**src/rtl/ps2_rx_event_fifo.sv**
```systemverilog
// ps2_rx_event_fifo: PS/2 frame receiver with E0/F0 prefix decoding, repeat filtering and an event FIFO
module ps2_rx_event_fifo #(
  parameter int FILTER_LEN      = 8,
  parameter int FIFO_DEPTH      = 4,
  parameter int TIMEOUT_CYC     = 100000,
  parameter int REPORT_MAKE     = 1,
  parameter int SUPPRESS_REPEAT = 1
) (
  input  logic                            Reloj,
  input  logic                            RST,
  input  logic                            ps2c,
  input  logic                            DATA_IN,
  input  logic                            evt_ready,
  output logic                            evt_valid,
  output logic [7:0]                      evt_code,
  output logic                            evt_ext,
  output logic                            evt_break,
  output logic [$clog2(FIFO_DEPTH+1)-1:0] fifo_count,
  output logic                            parity_err,
  output logic                            frame_err,
  output logic                            overflow
);
  localparam int AW = $clog2(FIFO_DEPTH);
  localparam int CW = $clog2(FIFO_DEPTH + 1);
  localparam int WW = $clog2(TIMEOUT_CYC + 1);
  localparam logic RM = (REPORT_MAKE != 0);
  localparam logic SR = (SUPPRESS_REPEAT != 0);

  typedef enum logic [1:0] {S_IDLE, S_DATA, S_PARITY, S_STOP} state_t;

  logic                  r_c1, r_c2, r_d1, r_d2;
  logic [FILTER_LEN-1:0] r_filt;
  logic                  r_lvl, w_lvl_next, w_fall;
  state_t                r_state, w_state_next;
  logic [2:0]            r_bit_cnt, w_bit_cnt_next;
  logic [7:0]            r_shift, w_shift_next;
  logic                  r_par, w_par_next;
  logic [WW-1:0]         r_wd;
  logic                  w_timeout, w_byte_ok, w_perr, w_ferr;
  logic                  r_byte_ok, r_perr, r_ferr;
  logic                  r_ext, r_brk, r_lm_v;
  logic [8:0]            r_lm, w_key;
  logic                  w_is_e0, w_is_f0, w_evt, w_lm_hit, w_make_ok, w_push_req;
  logic [9:0]            r_mem [FIFO_DEPTH];
  logic [AW-1:0]         r_wp, r_rp;
  logic [CW-1:0]         r_cnt;
  logic                  w_valid, w_full, w_push, w_pop, r_ovf;

  // two-flop synchronisers for the asynchronous keyboard lines; idle-high so reset gives no edge
  always_ff @(posedge Reloj or posedge RST) begin
    if (RST) {r_c1, r_c2, r_d1, r_d2} <= 4'b1111;
    else {r_c1, r_c2, r_d1, r_d2} <= {ps2c, r_c1, DATA_IN, r_d1};
  end

  // glitch filter: level only moves once the whole window agrees
  always_comb begin
    w_lvl_next = (&r_filt) ? 1'b1 : (~|r_filt) ? 1'b0 : r_lvl;
    w_fall     = r_lvl & ~w_lvl_next;
  end

  // filter shift register and accepted clock level
  always_ff @(posedge Reloj or posedge RST) begin
    if (RST) begin
      r_filt <= '1;
      r_lvl  <= 1'b1;
    end else begin
      r_filt <= {r_filt[FILTER_LEN-2:0], r_c2};
      r_lvl  <= w_lvl_next;
    end
  end

  assign w_timeout = (r_state != S_IDLE) && (r_wd == WW'(TIMEOUT_CYC));

  // frame FSM next state: advances on filtered falling edges; watchdog abort takes priority
  always_comb begin
    w_state_next   = r_state;
    w_bit_cnt_next = r_bit_cnt;
    w_shift_next   = r_shift;
    w_par_next     = r_par;
    w_byte_ok      = 1'b0;
    w_perr         = 1'b0;
    w_ferr         = 1'b0;
    if (w_timeout) begin
      w_state_next = S_IDLE;
      w_ferr       = 1'b1;
    end else if (w_fall) begin
      unique case (r_state)
        S_IDLE: begin
          w_state_next   = r_d2 ? S_IDLE : S_DATA;
          w_bit_cnt_next = 3'd0;
        end
        S_DATA: begin
          w_shift_next   = {r_d2, r_shift[7:1]};
          w_bit_cnt_next = r_bit_cnt + 3'd1;
          w_state_next   = (r_bit_cnt == 3'd7) ? S_PARITY : S_DATA;
        end
        S_PARITY: begin
          w_par_next   = r_d2;
          w_state_next = S_STOP;
        end
        S_STOP: begin
          w_state_next = S_IDLE;
          w_ferr       = ~r_d2;
          w_byte_ok    = r_d2 & (^{r_shift, r_par});
          w_perr       = r_d2 & ~(^{r_shift, r_par});
        end
      endcase
    end
  end

  // frame FSM registers, watchdog counter and registered frame status pulses
  always_ff @(posedge Reloj or posedge RST) begin
    if (RST) begin
      r_state   <= S_IDLE;
      r_bit_cnt <= 3'd0;
      r_shift   <= 8'd0;
      r_par     <= 1'b0;
      r_wd      <= '0;
      r_byte_ok <= 1'b0;
      r_perr    <= 1'b0;
      r_ferr    <= 1'b0;
    end else begin
      r_state   <= w_state_next;
      r_bit_cnt <= w_bit_cnt_next;
      r_shift   <= w_shift_next;
      r_par     <= w_par_next;
      r_wd      <= (r_state == S_IDLE || w_fall) ? '0 : r_wd + WW'(1);
      r_byte_ok <= w_byte_ok;
      r_perr    <= w_perr;
      r_ferr    <= w_ferr;
    end
  end

  // event formation and filtering from the accepted byte (r_shift holds it until the next frame)
  always_comb begin
    w_is_e0    = (r_shift == 8'hE0);
    w_is_f0    = (r_shift == 8'hF0);
    w_evt      = r_byte_ok & ~w_is_e0 & ~w_is_f0;
    w_key      = {r_ext, r_shift};
    w_lm_hit   = r_lm_v && (r_lm == w_key);
    w_make_ok  = ~r_brk & ~(SR & w_lm_hit);
    w_push_req = w_evt & (r_brk | (RM & w_make_ok));
  end

  // prefix flags and last-make register
  always_ff @(posedge Reloj or posedge RST) begin
    if (RST) begin
      r_ext  <= 1'b0;
      r_brk  <= 1'b0;
      r_lm_v <= 1'b0;
      r_lm   <= 9'd0;
    end else begin
      if (r_perr | r_ferr) begin
        r_ext <= 1'b0;
        r_brk <= 1'b0;
      end else if (r_byte_ok) begin
        r_ext <= w_is_e0 ? 1'b1 : w_is_f0 ? r_ext : 1'b0;
        r_brk <= w_is_f0 ? 1'b1 : w_is_e0 ? r_brk : 1'b0;
      end
      if (w_evt & w_make_ok) begin
        r_lm_v <= 1'b1;
        r_lm   <= w_key;
      end else if (w_evt & r_brk & w_lm_hit) r_lm_v <= 1'b0;
    end
  end

  assign w_valid = (r_cnt != '0);
  assign w_full  = (r_cnt == CW'(FIFO_DEPTH));
  assign w_pop   = w_valid & evt_ready;
  assign w_push  = w_push_req & (~w_full | w_pop);

  // event storage; contents need no reset since the pointers define what is held
  always_ff @(posedge Reloj) begin
    if (w_push) r_mem[r_wp] <= {r_ext, r_brk, r_shift};
  end

  // FIFO pointers, occupancy and overflow pulse
  always_ff @(posedge Reloj or posedge RST) begin
    if (RST) begin
      r_wp  <= '0;
      r_rp  <= '0;
      r_cnt <= '0;
      r_ovf <= 1'b0;
    end else begin
      r_wp  <= w_push ? r_wp + AW'(1) : r_wp;
      r_rp  <= w_pop ? r_rp + AW'(1) : r_rp;
      r_cnt <= (w_push & ~w_pop) ? r_cnt + CW'(1) : (~w_push & w_pop) ? r_cnt - CW'(1) : r_cnt;
      r_ovf <= w_push_req & w_full & ~w_pop;
    end
  end

  assign evt_valid                        = w_valid;
  assign {evt_ext, evt_break, evt_code}   = w_valid ? r_mem[r_rp] : 10'd0;
  assign fifo_count                       = r_cnt;
  assign parity_err                       = r_perr;
  assign frame_err                        = r_ferr;
  assign overflow                         = r_ovf;
endmodule

```
**config.mk**
```make
export PLATFORM = sky130hd
export DESIGN_NAME = ps2_rx_event_fifo
export DESIGN_NICKNAME = d
export VERILOG_FILES = /design/src/rtl/ps2_rx_event_fifo.sv
export SDC_FILE = /design/constraint.sdc
export NUM_CORES = 1
export LEC_CHECK = 0
export CELL_PAD_IN_SITES_DETAIL_PLACEMENT = 1
export CELL_PAD_IN_SITES_GLOBAL_PLACEMENT = 1
export CORE_ASPECT_RATIO = 1.5
export CORE_MARGIN = 2
export CORE_UTILIZATION = 40
export CTS_CLUSTER_DIAMETER = 150
export CTS_CLUSTER_SIZE = 24
export DETAILED_ROUTE_END_ITERATION = 10
export DONT_BUFFER_PORTS = 1
export PLACE_DENSITY_LB_ADDON = 0.1
export SLEW_MARGIN = 20
export SYNTH_ARGS = -nofsm -noshare
export SYNTH_HDL_FRONTEND = slang
export SYNTH_SLANG_ARGS = --single-unit
```
**constraint.sdc**
```tcl
create_clock -name Reloj -period 5.4 [get_ports Reloj]
set_clock_uncertainty 0.05 [all_clocks]
set_input_delay 0.81 -clock Reloj [delete_from_list [all_inputs] [get_ports Reloj]]
set_output_delay 0.81 -clock Reloj [all_outputs]
set_load 0.01 [all_outputs]
```
# Word level (Yosys, flattened, before mapping)
# Memories as Yosys holds them, arrays and structs flattened.
# Index checks and enable logic that the tools add are counted.
dict set report word_totals {
  ram_bits 40
  mem_count 1
  in_bits 5
  ff_bits 67
  word_cells 122
  output_inout_bits 17
}
# memory words width rd rd_clocked_by_memory_dff wr line_no
set memory_table {}
lappend memory_table {r_mem 4 10 1 0 1 44} ;# logic [9:0] r_mem [FIFO_DEPTH];
dict set report op_classes {
  n_reduce_logical 19
  muxes 33
  bitwise 30
  n_addsub 6
  n_eq_ne 11
}
# op n
set op_table {}
lappend op_table {{$mux W1} 24}
lappend op_table {{$add A17 B1 Y17 const B} 1}
lappend op_table {{$eq A17 B17 Y1 const B} 1}
lappend op_table {{$mux W17} 1}
lappend op_table {{$and A1 B1 Y1} 16}
lappend op_table {{$eq A8 B8 Y1 const B} 2}
lappend op_table {{$reduce_bool A2 Y1} 6}
lappend op_table {{$not A1 Y1} 11}
lappend op_table {{$mux W10} 1}
lappend op_table {{$eq A9 B9 Y1} 1}
lappend op_table {{$reduce_and A3 Y1} 3}
lappend op_table {{$reduce_xor A9 Y1} 1}
lappend op_table {{$pmux W2 S4} 1}
lappend op_table {{$reduce_and A8 Y1} 1}
lappend op_table {{$reduce_or A8 Y1} 1}
lappend op_table {{$add A3 B1 Y3 const B} 2}
lappend op_table {{$eq A3 B3 Y1 const B} 2}
lappend op_table {{$mux W2} 3}
lappend op_table {{$mux W3} 2}
lappend op_table {{$pmux W3 S2} 1}
lappend op_table {{$add A2 B1 Y2 const B} 2}
lappend op_table {{$eq A2 B2 Y1 const B} 2}
lappend op_table {{$reduce_and A2 Y1} 2}
lappend op_table {{$ne A3 B1 Y1 const B} 1}
lappend op_table {{8 further kinds} 11}

# Longest topological paths before layout
# Gate-level depths: netlist of the first run.
dict set report logic_depth {
  ltp_word 11
  depth_mapped 11
  depth_no_buf 10
}

# Least setup slack after synthesis of the first run
# Ideal clock, no wire load.
dict set report synth_path {
  path_kind {reg-to-reg}
  startpoint {reg r_shift[2]}
  endpoint {reg r_cnt[1] (netlist: fifo_count[1])}
  setup_slack_ps 2845
  path_stages_with_launch 10
  arrival_time_ps 2381
  path_buffers 1
  required_time_ps 5225
  synth_period_minus_slack_ps 2555
  setup_ps 125
  cell_sequence {dfrtp_1 -> clkbuf_1 -> xnor2_1 -> nand4_1 -> o41ai_1 -> nor2_1 -> ha_1 -> inv_1 -> fa_1 -> mux2_2}
}
dict set report synth_between {
  elab_chain_cells 10
  word_cells_on_any_way 18
  cone_classes {eq/ne (3); mux (1); bitwise (12); reduce/logical (2)}
}
# element line_no
set synth_lines {}
lappend synth_lines {{start: declaration} 36} ;# logic [7:0] r_shift, w_shift_next;
lappend synth_lines {{start signal: assignment} 125} ;# r_shift <= w_shift_next;
lappend synth_lines {{$eq A9 B9 Y1} 140} ;# w_lm_hit = r_lm_v && (r_lm == w_key);
lappend synth_lines {{$logic_and A1 B1 Y1} 140}
lappend synth_lines {{$not A1 Y1} 141} ;# w_make_ok = ~r_brk & ~(SR & w_lm_hit);
lappend synth_lines {{$and A1 B1 Y1} 141}
lappend synth_lines {{$or A1 B1 Y1} 142} ;# w_push_req = w_evt & (r_brk | (RM & w_make_ok));
lappend synth_lines {{$and A1 B1 Y1 *} 142}
lappend synth_lines {{$and A1 B1 Y1 *} 170} ;# assign w_push = w_push_req & (~w_full | w_pop);
lappend synth_lines {{net w_push} 47} ;# logic w_valid, w_full, w_push, w_pop, r_ovf;
lappend synth_lines {{$not A1 Y1} 187} ;# r_cnt <= (w_push & ~w_pop) ? r_cnt + CW'(1) : (~w_push & w_pop) ? r_cnt - CW'(1) : r_cnt;
lappend synth_lines {{$and A1 B1 Y1} 187}
lappend synth_lines {{$reduce_bool A2 Y1 (no line)} -}
lappend synth_lines {{end signal: assignment} 187}
lappend synth_lines {{end: declaration} 46} ;# logic [CW-1:0] r_cnt;
# Mark *: on every way through the listed nets, which the timed path passes. The rest lies on a longest branch.
# A chain may end at the register's enable or synchronous reset.

# Worst setup path after layout of the first run
dict set report layout_path {
  startpoint {reg r_shift[1]}
  endpoint {reg r_cnt[1] (netlist: fifo_count[1])}
}
# The elaborated chain is that of the path after synthesis.

==> results of run 1 <==
-- metrics by stage --
| stage | hold WS [ns] | util |
|---|---|---|
| final | 0.307 | 0.444 |
| after global routing | 0.312 | 0.444 |
| after CTS | 0.309 | 0.444 |
| after detailed placement | 0.299 | 0.418 |
| after global placement | 0.296 | 0.418 |
| after floorplan | 0.295 | - |
-- Yosys cell counts (3+ instances only) --
library cell               number  area share
sky130_fd_sc_hd__and2_1        14       0.019
sky130_fd_sc_hd__nor2_1        24       0.019
sky130_fd_sc_hd__nand2_1       14       0.011
sky130_fd_sc_hd__inv_1         12      0.0097
sky130_fd_sc_hd__ha_1           9       0.024
sky130_fd_sc_hd__edfxtp_1      40        0.26
sky130_fd_sc_hd__nand4_1        7      0.0095
sky130_fd_sc_hd__and3_1         5      0.0068
sky130_fd_sc_hd__a21oi_1        4      0.0043
sky130_fd_sc_hd__mux4_2        10       0.049
sky130_fd_sc_hd__mux2_4         8       0.026
sky130_fd_sc_hd__xnor2_1       26       0.049
sky130_fd_sc_hd__nand3_1        8      0.0087
sky130_fd_sc_hd__nand2b_1       3      0.0041
sky130_fd_sc_hd__mux2_2        12       0.029
sky130_fd_sc_hd__nor4_1         4      0.0054
sky130_fd_sc_hd__xor2_1        12       0.023
sky130_fd_sc_hd__clkbuf_1       6      0.0049
sky130_fd_sc_hd__nor2b_1        3      0.0041
sky130_fd_sc_hd__buf_2          3      0.0032
sky130_fd_sc_hd__dfrtp_1       54        0.29
sky130_fd_sc_hd__o21ai_0        3      0.0032
sky130_fd_sc_hd__dfstp_2       13       0.074
-- cells in the final DEF (no fill, tap or decap), types with 2 or more instances in the layout --
master / synthesis / routed
sky130_fd_sc_hd__and3_1: 5 / 5
sky130_fd_sc_hd__and4_1: 2 / 2
sky130_fd_sc_hd__a21oi_1: 4 / 4
sky130_fd_sc_hd__buf_4: 1 / 2
sky130_fd_sc_hd__and2_1: 14 / 14
sky130_fd_sc_hd__mux2_2: 12 / 12
sky130_fd_sc_hd__nand4b_1: 2 / 2
sky130_fd_sc_hd__clkbuf_16: 0 / 9
sky130_fd_sc_hd__inv_6: 0 / 2
sky130_fd_sc_hd__nor2b_1: 3 / 3
sky130_fd_sc_hd__dfstp_2: 13 / 13
sky130_fd_sc_hd__mux4_2: 10 / 10
sky130_fd_sc_hd__nor4_1: 4 / 4
sky130_fd_sc_hd__o21ai_0: 3 / 3
sky130_fd_sc_hd__dfrtp_1: 54 / 54
sky130_fd_sc_hd__clkinv_4: 0 / 2
sky130_fd_sc_hd__nand2b_1: 3 / 3
sky130_fd_sc_hd__nand2_1: 14 / 14
sky130_fd_sc_hd__o41ai_1: 2 / 2
sky130_fd_sc_hd__or4_1: 2 / 2
sky130_fd_sc_hd__or3_1: 2 / 2
sky130_fd_sc_hd__xnor2_1: 26 / 26
sky130_fd_sc_hd__nor2_1: 24 / 24
sky130_fd_sc_hd__mux2i_1: 2 / 2
sky130_fd_sc_hd__edfxtp_1: 40 / 40
sky130_fd_sc_hd__mux2_4: 8 / 8
sky130_fd_sc_hd__ha_1: 9 / 9
sky130_fd_sc_hd__nand4_1: 7 / 7
sky130_fd_sc_hd__nor3_1: 2 / 2
sky130_fd_sc_hd__nand3_1: 8 / 8
sky130_fd_sc_hd__or4_4: 2 / 2
sky130_fd_sc_hd__xor2_1: 12 / 12
sky130_fd_sc_hd__inv_1: 12 / 11
sky130_fd_sc_hd__nor4b_1: 2 / 2
-- sequential cells by signal (all words and copies together), names as in the netlist, 3 cells and up --
name        flops
fifo_count      3
r_shift         8
r_mem          40
r_bit_cnt       3
r_filt          8
r_lm            9
r_wd           17
-- layer usage --
layer | vias to the layer above | part of all wire
met5 | - | 0
met4 | 0 | 0.016
li1 | 1157 | -
met3 | 8 | 0.027
met1 | 1281 | 0.41
met2 | 27 | 0.55
-- worst max-delay path by stage --
stage               start             to  cells after the start
3_3_place_gp   r_shift[7]  fifo_count[1]                      8
2_1_floorplan  r_shift[2]  fifo_count[1]                      9
5_1_grt        r_shift[2]  fifo_count[1]                      8
4_1_cts        r_shift[7]  fifo_count[1]                      8
6_report       r_shift[1]  fifo_count[1]                      8
3_5_place_dp   r_shift[7]  fifo_count[1]                      8
-- kinds of logic after synthesis --
kind of cell | after synthesis | synth area share
flops | 107 | 0.626
simple gates | 101 | 0.123
xor+xnor | 38 | 0.0720
mux | 32 | 0.108
buf+inv | 23 | 0.0219
compound gates | 14 | 0.0198
fa+ha+maj | 10 | 0.0287
-- area by class of cell --
| cell class | count | area share |
|---|---|---|
| clock buffer | 10 | 0.0452 |
| clock inverter | 6 | 0.0143 |
| inverter | 12 | 0.00889 |
| multi-input combinational | 195 | 0.321 |
| sequential | 107 | 0.571 |
| tap | 150 | 0.0370 |
| timing repair buffer | 2 | 0.00296 |
-- power by group through the flow --
| stage | logic, W | registers (W) | clock network [W] |
|---|---|---|---|
| 2_1_floorplan | 0.000136 | 0.000914 | 0 |
| 3_3_place_gp | 0.000121 | 0.000965 | 0 |
| 3_5_place_dp | 0.000127 | 0.000964 | 0 |
| 4_1_cts | 0.000127 | 0.000948 | 0.000680 |
| 5_1_grt | 0.000136 | 0.000952 | 0.000705 |
| 6_report | 0.000122 | 0.000942 | 0.000657 |
==> insert_results.sql, run 1 <==
INSERT INTO impl_metrics (metric_group, metric, value, unit) VALUES
('sta', 'period_needed', '2.87', 'ns'),
('synthesis', 'synth-async-reset-ratio', '0.626', ''),
('floorplan', 'io_pins', '22', ''),
('sta', 'min_period_over_period', '0.531', ''),
('routing', 'num_vias', '2473', ''),
('cts', 'cts_hold_repair.buffers', '0', ''),
('layout', 'seqCellArea', '2890', 'um2'),
('worst_setup_path', 'timing.rr.start', 'r_shift[1]', ''),
('power', 'total_leakage_power', '1.96', 'nW'),
('layout', 'drive_above_1_share', '0.199', ''),
('hold_path', 'worst_hold_startpoint', 'r_c1', ''),
('power', 'fin_total_pwr', '0.00172', 'W'),
('power', 'intPower', '0.00130', 'W'),
('synthesis', 'syn_area', '4620', 'um2'),
('sta', 'timing_max_transition_violations_final', '0', ''),
('global_route', 'first_pass_grt_wire_length', '14500', 'um'),
('placed_design', 'detailed_place.area', '4770', 'um2'),
('placed_design', 'placed_cells', '466', ''),
('placed_design', 'hpwl', '5690', 'um'),
('hold_path', 'hold_path.class', 'register to register', ''),
('power', 'total_switching_power', '0.000422', 'W'),
('global_route', 'grt_util_all_layers', '0.152', ''),
('global_route', 'grtUsageMet3', '0.0295', ''),
('synthesis', 'postSynthCellCount', '325', ''),
('floorplan', 'die_area', '12400', 'um2'),
('routing', 'via_per_inst', '5.13', ''),
('worst_setup_path', 'path_max_fanout', '11', ''),
('placed_design', 'gp_congestion', '0.735', ''),
('sta', 'maxClockFrequency', '0.348', 'GHz'),
('cts', 'cts_root_buf', 'sky130_fd_sc_hd__clkbuf_16', ''),
('cts', 'ctsResizeCount', '0', ''),
('cts', 'cts.htree.levels', '3', ''),
('layout', 'fillCellCount', '1159', ''),
('global_route', 'first_global_vias', '2683', ''),
('global_route', 'antenna_found_initial', '0', ''),
('sta', 'rsz0062_at_grt', 'false', ''),
('cts', 'numClockSinks', '107', ''),
('sta', 'worst_slack', '2.53', 'ns'),
('job', 'cap_viol_max_count', '0', ''),
('routing', 'drt-wirelength-per-cell', '17.2', 'um'),
('synthesis', 'share_of_the_yosys_chip_area_belonging_to_registers', '0.626', ''),
('floorplan', 'core-area', '11400', 'um2'),
('hold_path', 'min_delay_worst_endpoint', 'r_c2', ''),
('cts', 'tritoncts.num_buffers', '9', ''),
('routing', 'detail-route-antenna-nets', '0', ''),
('synthesis', 'ys_types', '45', ''),
('sta', 'report.final.setup_viol', '0', ''),
('layout', 'antenna-diode-count', '0', ''),
('layout', 'multi_input_gate_area_in_the_final_layout', '1630', 'um2'),
('synthesis', 'synth-main-ff-cell', 'sky130_fd_sc_hd__dfrtp_1', ''),
('synthesis', 'yosys_warnings', '0', ''),
('power', 'ir_worst_vdd', '160', 'uV'),
('cts', 'clock_tree.buffer_depth', '2', ''),
('power', 'switching_share', '0.246', ''),
('cts', 'cts_tree', 'done', ''),
('layout', 'postLayoutCellArea', '5070', 'um2'),
('floorplan', 'start_util', '0.405', ''),
('placed_design', 'pre_cts_ws', '2.43', 'ns'),
('synthesis', 'syn_nets', '340', ''),
('floorplan', 'die-width', '91.8', 'um'),
('worst_setup_path', 'setup.worst_path.start_class', 'register', ''),
('status', 'status', 'finished, final reports clean', ''),
('routing', 'detail_route.iter0.violations', '104', ''),
('routing', 'first_pass_iters', '4', ''),
('global_route', 'overflow', '0', ''),
('layout', 'flow.area_growth_from_synthesis', '9.69', '%'),
('worst_setup_path', 'worst_path_max_delay_cell', 'sky130_fd_sc_hd__o41ai_1', ''),
('sta', 'hold_viol', '0', ''),
('worst_setup_path', 'timing.critical_path.required', '5.58', 'ns'),
('synthesis', 'yosys_register_bits', '107', ''),
('synthesis', 'synth_enable_flop_cells', '40', '');
(Power assumes the default switching activity.)
==> run 2, diff against run 1 <==
==> constraint.sdc (replaced) <==
create_clock -name Reloj -period 2.8 [get_ports Reloj]
set_clock_uncertainty 0.05 [all_clocks]
set_input_delay 0.42 -clock Reloj [delete_from_list [all_inputs] [get_ports Reloj]]
set_output_delay 0.42 -clock Reloj [all_outputs]
set_load 0.01 [all_outputs]
==> insert_results.sql, run 2 (same netlist as run 1, synthesis figures left out) <==
INSERT INTO impl_metrics (metric_group, metric, value, unit) VALUES
('status', 'status', 'finished with violations', ''),
('status', 'violations', 'negative hold slack', ''),
('placed_design', 'gp_congestion', '0.719', ''),
('worst_setup_path', 'arrival', '2.79', 'ns'),
('worst_setup_path', 'timing.critical_path.required', '2.98', 'ns'),
('floorplan', 'core-area', '11400', 'um2'),
('worst_setup_path', 'path_max_fanout', '7', ''),
('worst_setup_path', 'max_stage_delay', '0.43', 'ns'),
('sta', 'period_needed', '2.60', 'ns'),
('routing', 'detail_route.iter0.violations', '73', ''),
('cts', 'cts.clk_slew.worst_paths', '0.07', 'ns'),
('power', 'fin_total_pwr', '0.00329', 'W'),
('worst_setup_path', 'cp_common_cell', 'sky130_fd_sc_hd__buf_4', ''),
('layout', 'design.final.nets', '357', ''),
('power', 'intPower', '0.00250', 'W'),
('power', 'power.clock.fraction', '0.370', ''),
('cts', 'ctsResizeCount', '0', ''),
('sta', 'tns', '0', 'ns'),
('cts', 'cts.htree.levels', '3', ''),
('power', 'power_density', '634', 'nW/um2'),
('power', 'switching_share', '0.240', ''),
('floorplan', 'die_height', '136', 'um'),
('cts', 'tritoncts.num_buffers', '9', ''),
('layout', 'layout.cells.most_common', 'sky130_fd_sc_hd__dfrtp_1', ''),
('placed_design', 'detailed_place.area', '4890', 'um2'),
('routing', 'first_pass_iters', '4', ''),
('sta', 'maxClockFrequency', '0.384', 'GHz'),
('worst_setup_path', 'worstRegToRegCells', '10', ''),
('global_route', 'first_pass_grt_wire_length', '14700', 'um'),
('sta', 'timing_max_transition_violations_final', '0', ''),
('sta', 'rsz0062_at_grt', 'false', ''),
('global_route', 'antenna_found_initial', '0', ''),
('routing', 'drt_wl_total', '8800', 'um'),
('layout', 'registers_with_the_highest_flip_flop_counts', 'r_mem (40), r_wd (17), r_lm (9)', ''),
('sta', 'report.final.setup_viol', '0', ''),
('worst_setup_path', 'worstPathCellList', 'buf_4 -> xnor2_1 -> nand4_1 -> o41ai_2 -> buf_4 -> nor2_2 -> ha_1 -> inv_1 -> fa_1 -> mux2_2', ''),
('sta', 'timing.slew.headroom', '0.570', ''),
('placed_design', 'io_buffer_count', '0', ''),
('layout', 'antenna-diode-count', '0', ''),
('global_route', 'overflow', '0', ''),
('worst_setup_path', 'worst_path_max_delay_cell', 'sky130_fd_sc_hd__dfrtp_1', ''),
('job', 'cap_viol_max_count', '0', ''),
('worst_setup_path', 'worstSetupEndpointType', 'register', ''),
('power', 'ir_worst_vdd', '304', 'uV'),
('cts', 'cts_setup_buffers', '0', ''),
('layout', 'register_name_with_the_most_flops', 'r_mem', ''),
('global_route', 'grt_max_degree', '40', ''),
('layout', 'most-common-layout-cells', 'sky130_fd_sc_hd__dfrtp_1 (54), sky130_fd_sc_hd__edfxtp_1 (40), sky130_fd_sc_hd__xnor2_1 (26), sky130_fd_sc_hd__nor2_1 (23), sky130_fd_sc_hd__buf_4 (16)', ''),
('sta', 'hold_viol', '4', ''),
('cts', 'numClockSinks', '107', ''),
('layout', 'final_core_util', '0.455', ''),
('hold_path', 'hold_path.class', 'input port to asynchronous set/reset pin', ''),
('cts', 'cts_tree', 'done', ''),
('routing', 'drcViolationCount', '0', ''),
('cts', 'cts_hold_repair.buffers', '0', ''),
('floorplan', 'io_pins', '22', ''),
('placed_design', 'hpwl', '6290', 'um'),
('cts', 'cts_root_buf', 'sky130_fd_sc_hd__clkbuf_16', ''),
('routing', 'num_vias', '2536', ''),
('layout', 'postLayoutCellArea', '5190', 'um2'),
('power', 'power_frac_comb', '0.092', ''),
('power', 'total_switching_power', '0.000790', 'W'),
('floorplan', 'fp-row-count', '48', ''),
('global_route', 'first_global_vias', '2793', ''),
('routing', 'detail-route-antenna-nets', '0', ''),
('sta', 'min_period_over_period', '0.930', ''),
('routing', 'via_per_inst', '5.10', ''),
('worst_setup_path', 'setup.worst_path.start_class', 'register', ''),
('layout', 'flow.area_growth_from_synthesis', '12.4', '%'),
('floorplan', 'die-width', '91.8', 'um'),
('sta', 'worst-slew-pin-transition', '0.644', 'ns'),
('worst_setup_path', 'crit_type', 'register to register', ''),
('global_route', 'grt_util_all_layers', '0.155', ''),
('power', 'power_frac_seq', '0.538', ''),
('sta', 'fin_worst_hold_slack', '-0.00319', 'ns'),
('floorplan', 'start_util', '0.405', ''),
('layout', 'largest_reg_flops', '40', ''),
('power', 'total_leakage_power', '2.04', 'nW'),
('routing', 'drt-wirelength-per-cell', '17.7', 'um'),
('layout', 'drive_above_1_share', '0.236', ''),
('cts', 'worstSkewPairLatency', '0.34', 'ns'),
('floorplan', 'die_area', '12400', 'um2'),
('cts', 'clock_tree.buffer_depth', '2', '');
[run 2: metrics by stage]
step	instances	setup WS [ns]
detailed placement	481	0.0451
global placement	481	0.102
CTS	497	0.0313
floorplan	325	0.245
global route	497	0.0725
finish	497	0.195
[run 2: layout make-up]
type | count | area, um2
Clock buffer | 13 | 272
Clock inverter | 3 | 20.0
Fill cell | 1164 | 6220
Inverter | 12 | 45.0
Multi-Input combinational cell | 195 | 1640
Sequential cell | 107 | 2890
Tap cell | 150 | 188
Timing Repair Buffer | 17 | 140
[run 2: final timing paths]
path | slack, ns | to | start
setup / recovery | 0.20 | fifo_count[1] | r_shift[0]
hold / removal | -0.003 | r_state[1] | RST
setup reg to reg | 0.20 | fifo_count[1] | r_shift[0]
hold reg to reg | 0.31 | r_c2 | r_c1
max in group asynchronous | 2.01 | r_filt[7] | RST
min in group Reloj | 0.02 | r_d1 | DATA_IN
[run 2: critical path, delay by kind of cell, from the launching register on]
kind / cells / cell delay, ns
buffers and inverters: 3 / 0.42
and+or+nand+nor: 2 / 0.20
xor gates and xnor gates: 1 / 0.20
muxes: 1 / 0.27
adders and majority gates: 2 / 0.64
DFF: 1 / 0.43
AOI/OAI and AO/OA: 1 / 0.28
[run 2: per-layer routing]
metal,vias to the layer above,GRT usage,share of wire
met1,1314,0.167,0.39
met3,11,0.0295,0.027
li1,1181,-,-
met4,0,0.0672,0.020
met5,-,0,0
met2,30,0.294,0.56
[run 2: power by group through the flow]
stage          sequential [W]  clock, W  combinational (W)
2_1_floorplan         0.00176         0           0.000263
3_3_place_gp          0.00181         0           0.000306
3_5_place_dp          0.00181         0           0.000318
4_1_cts               0.00177   0.00126           0.000318
5_1_grt               0.00178   0.00131           0.000339
6_report              0.00177   0.00122           0.000303
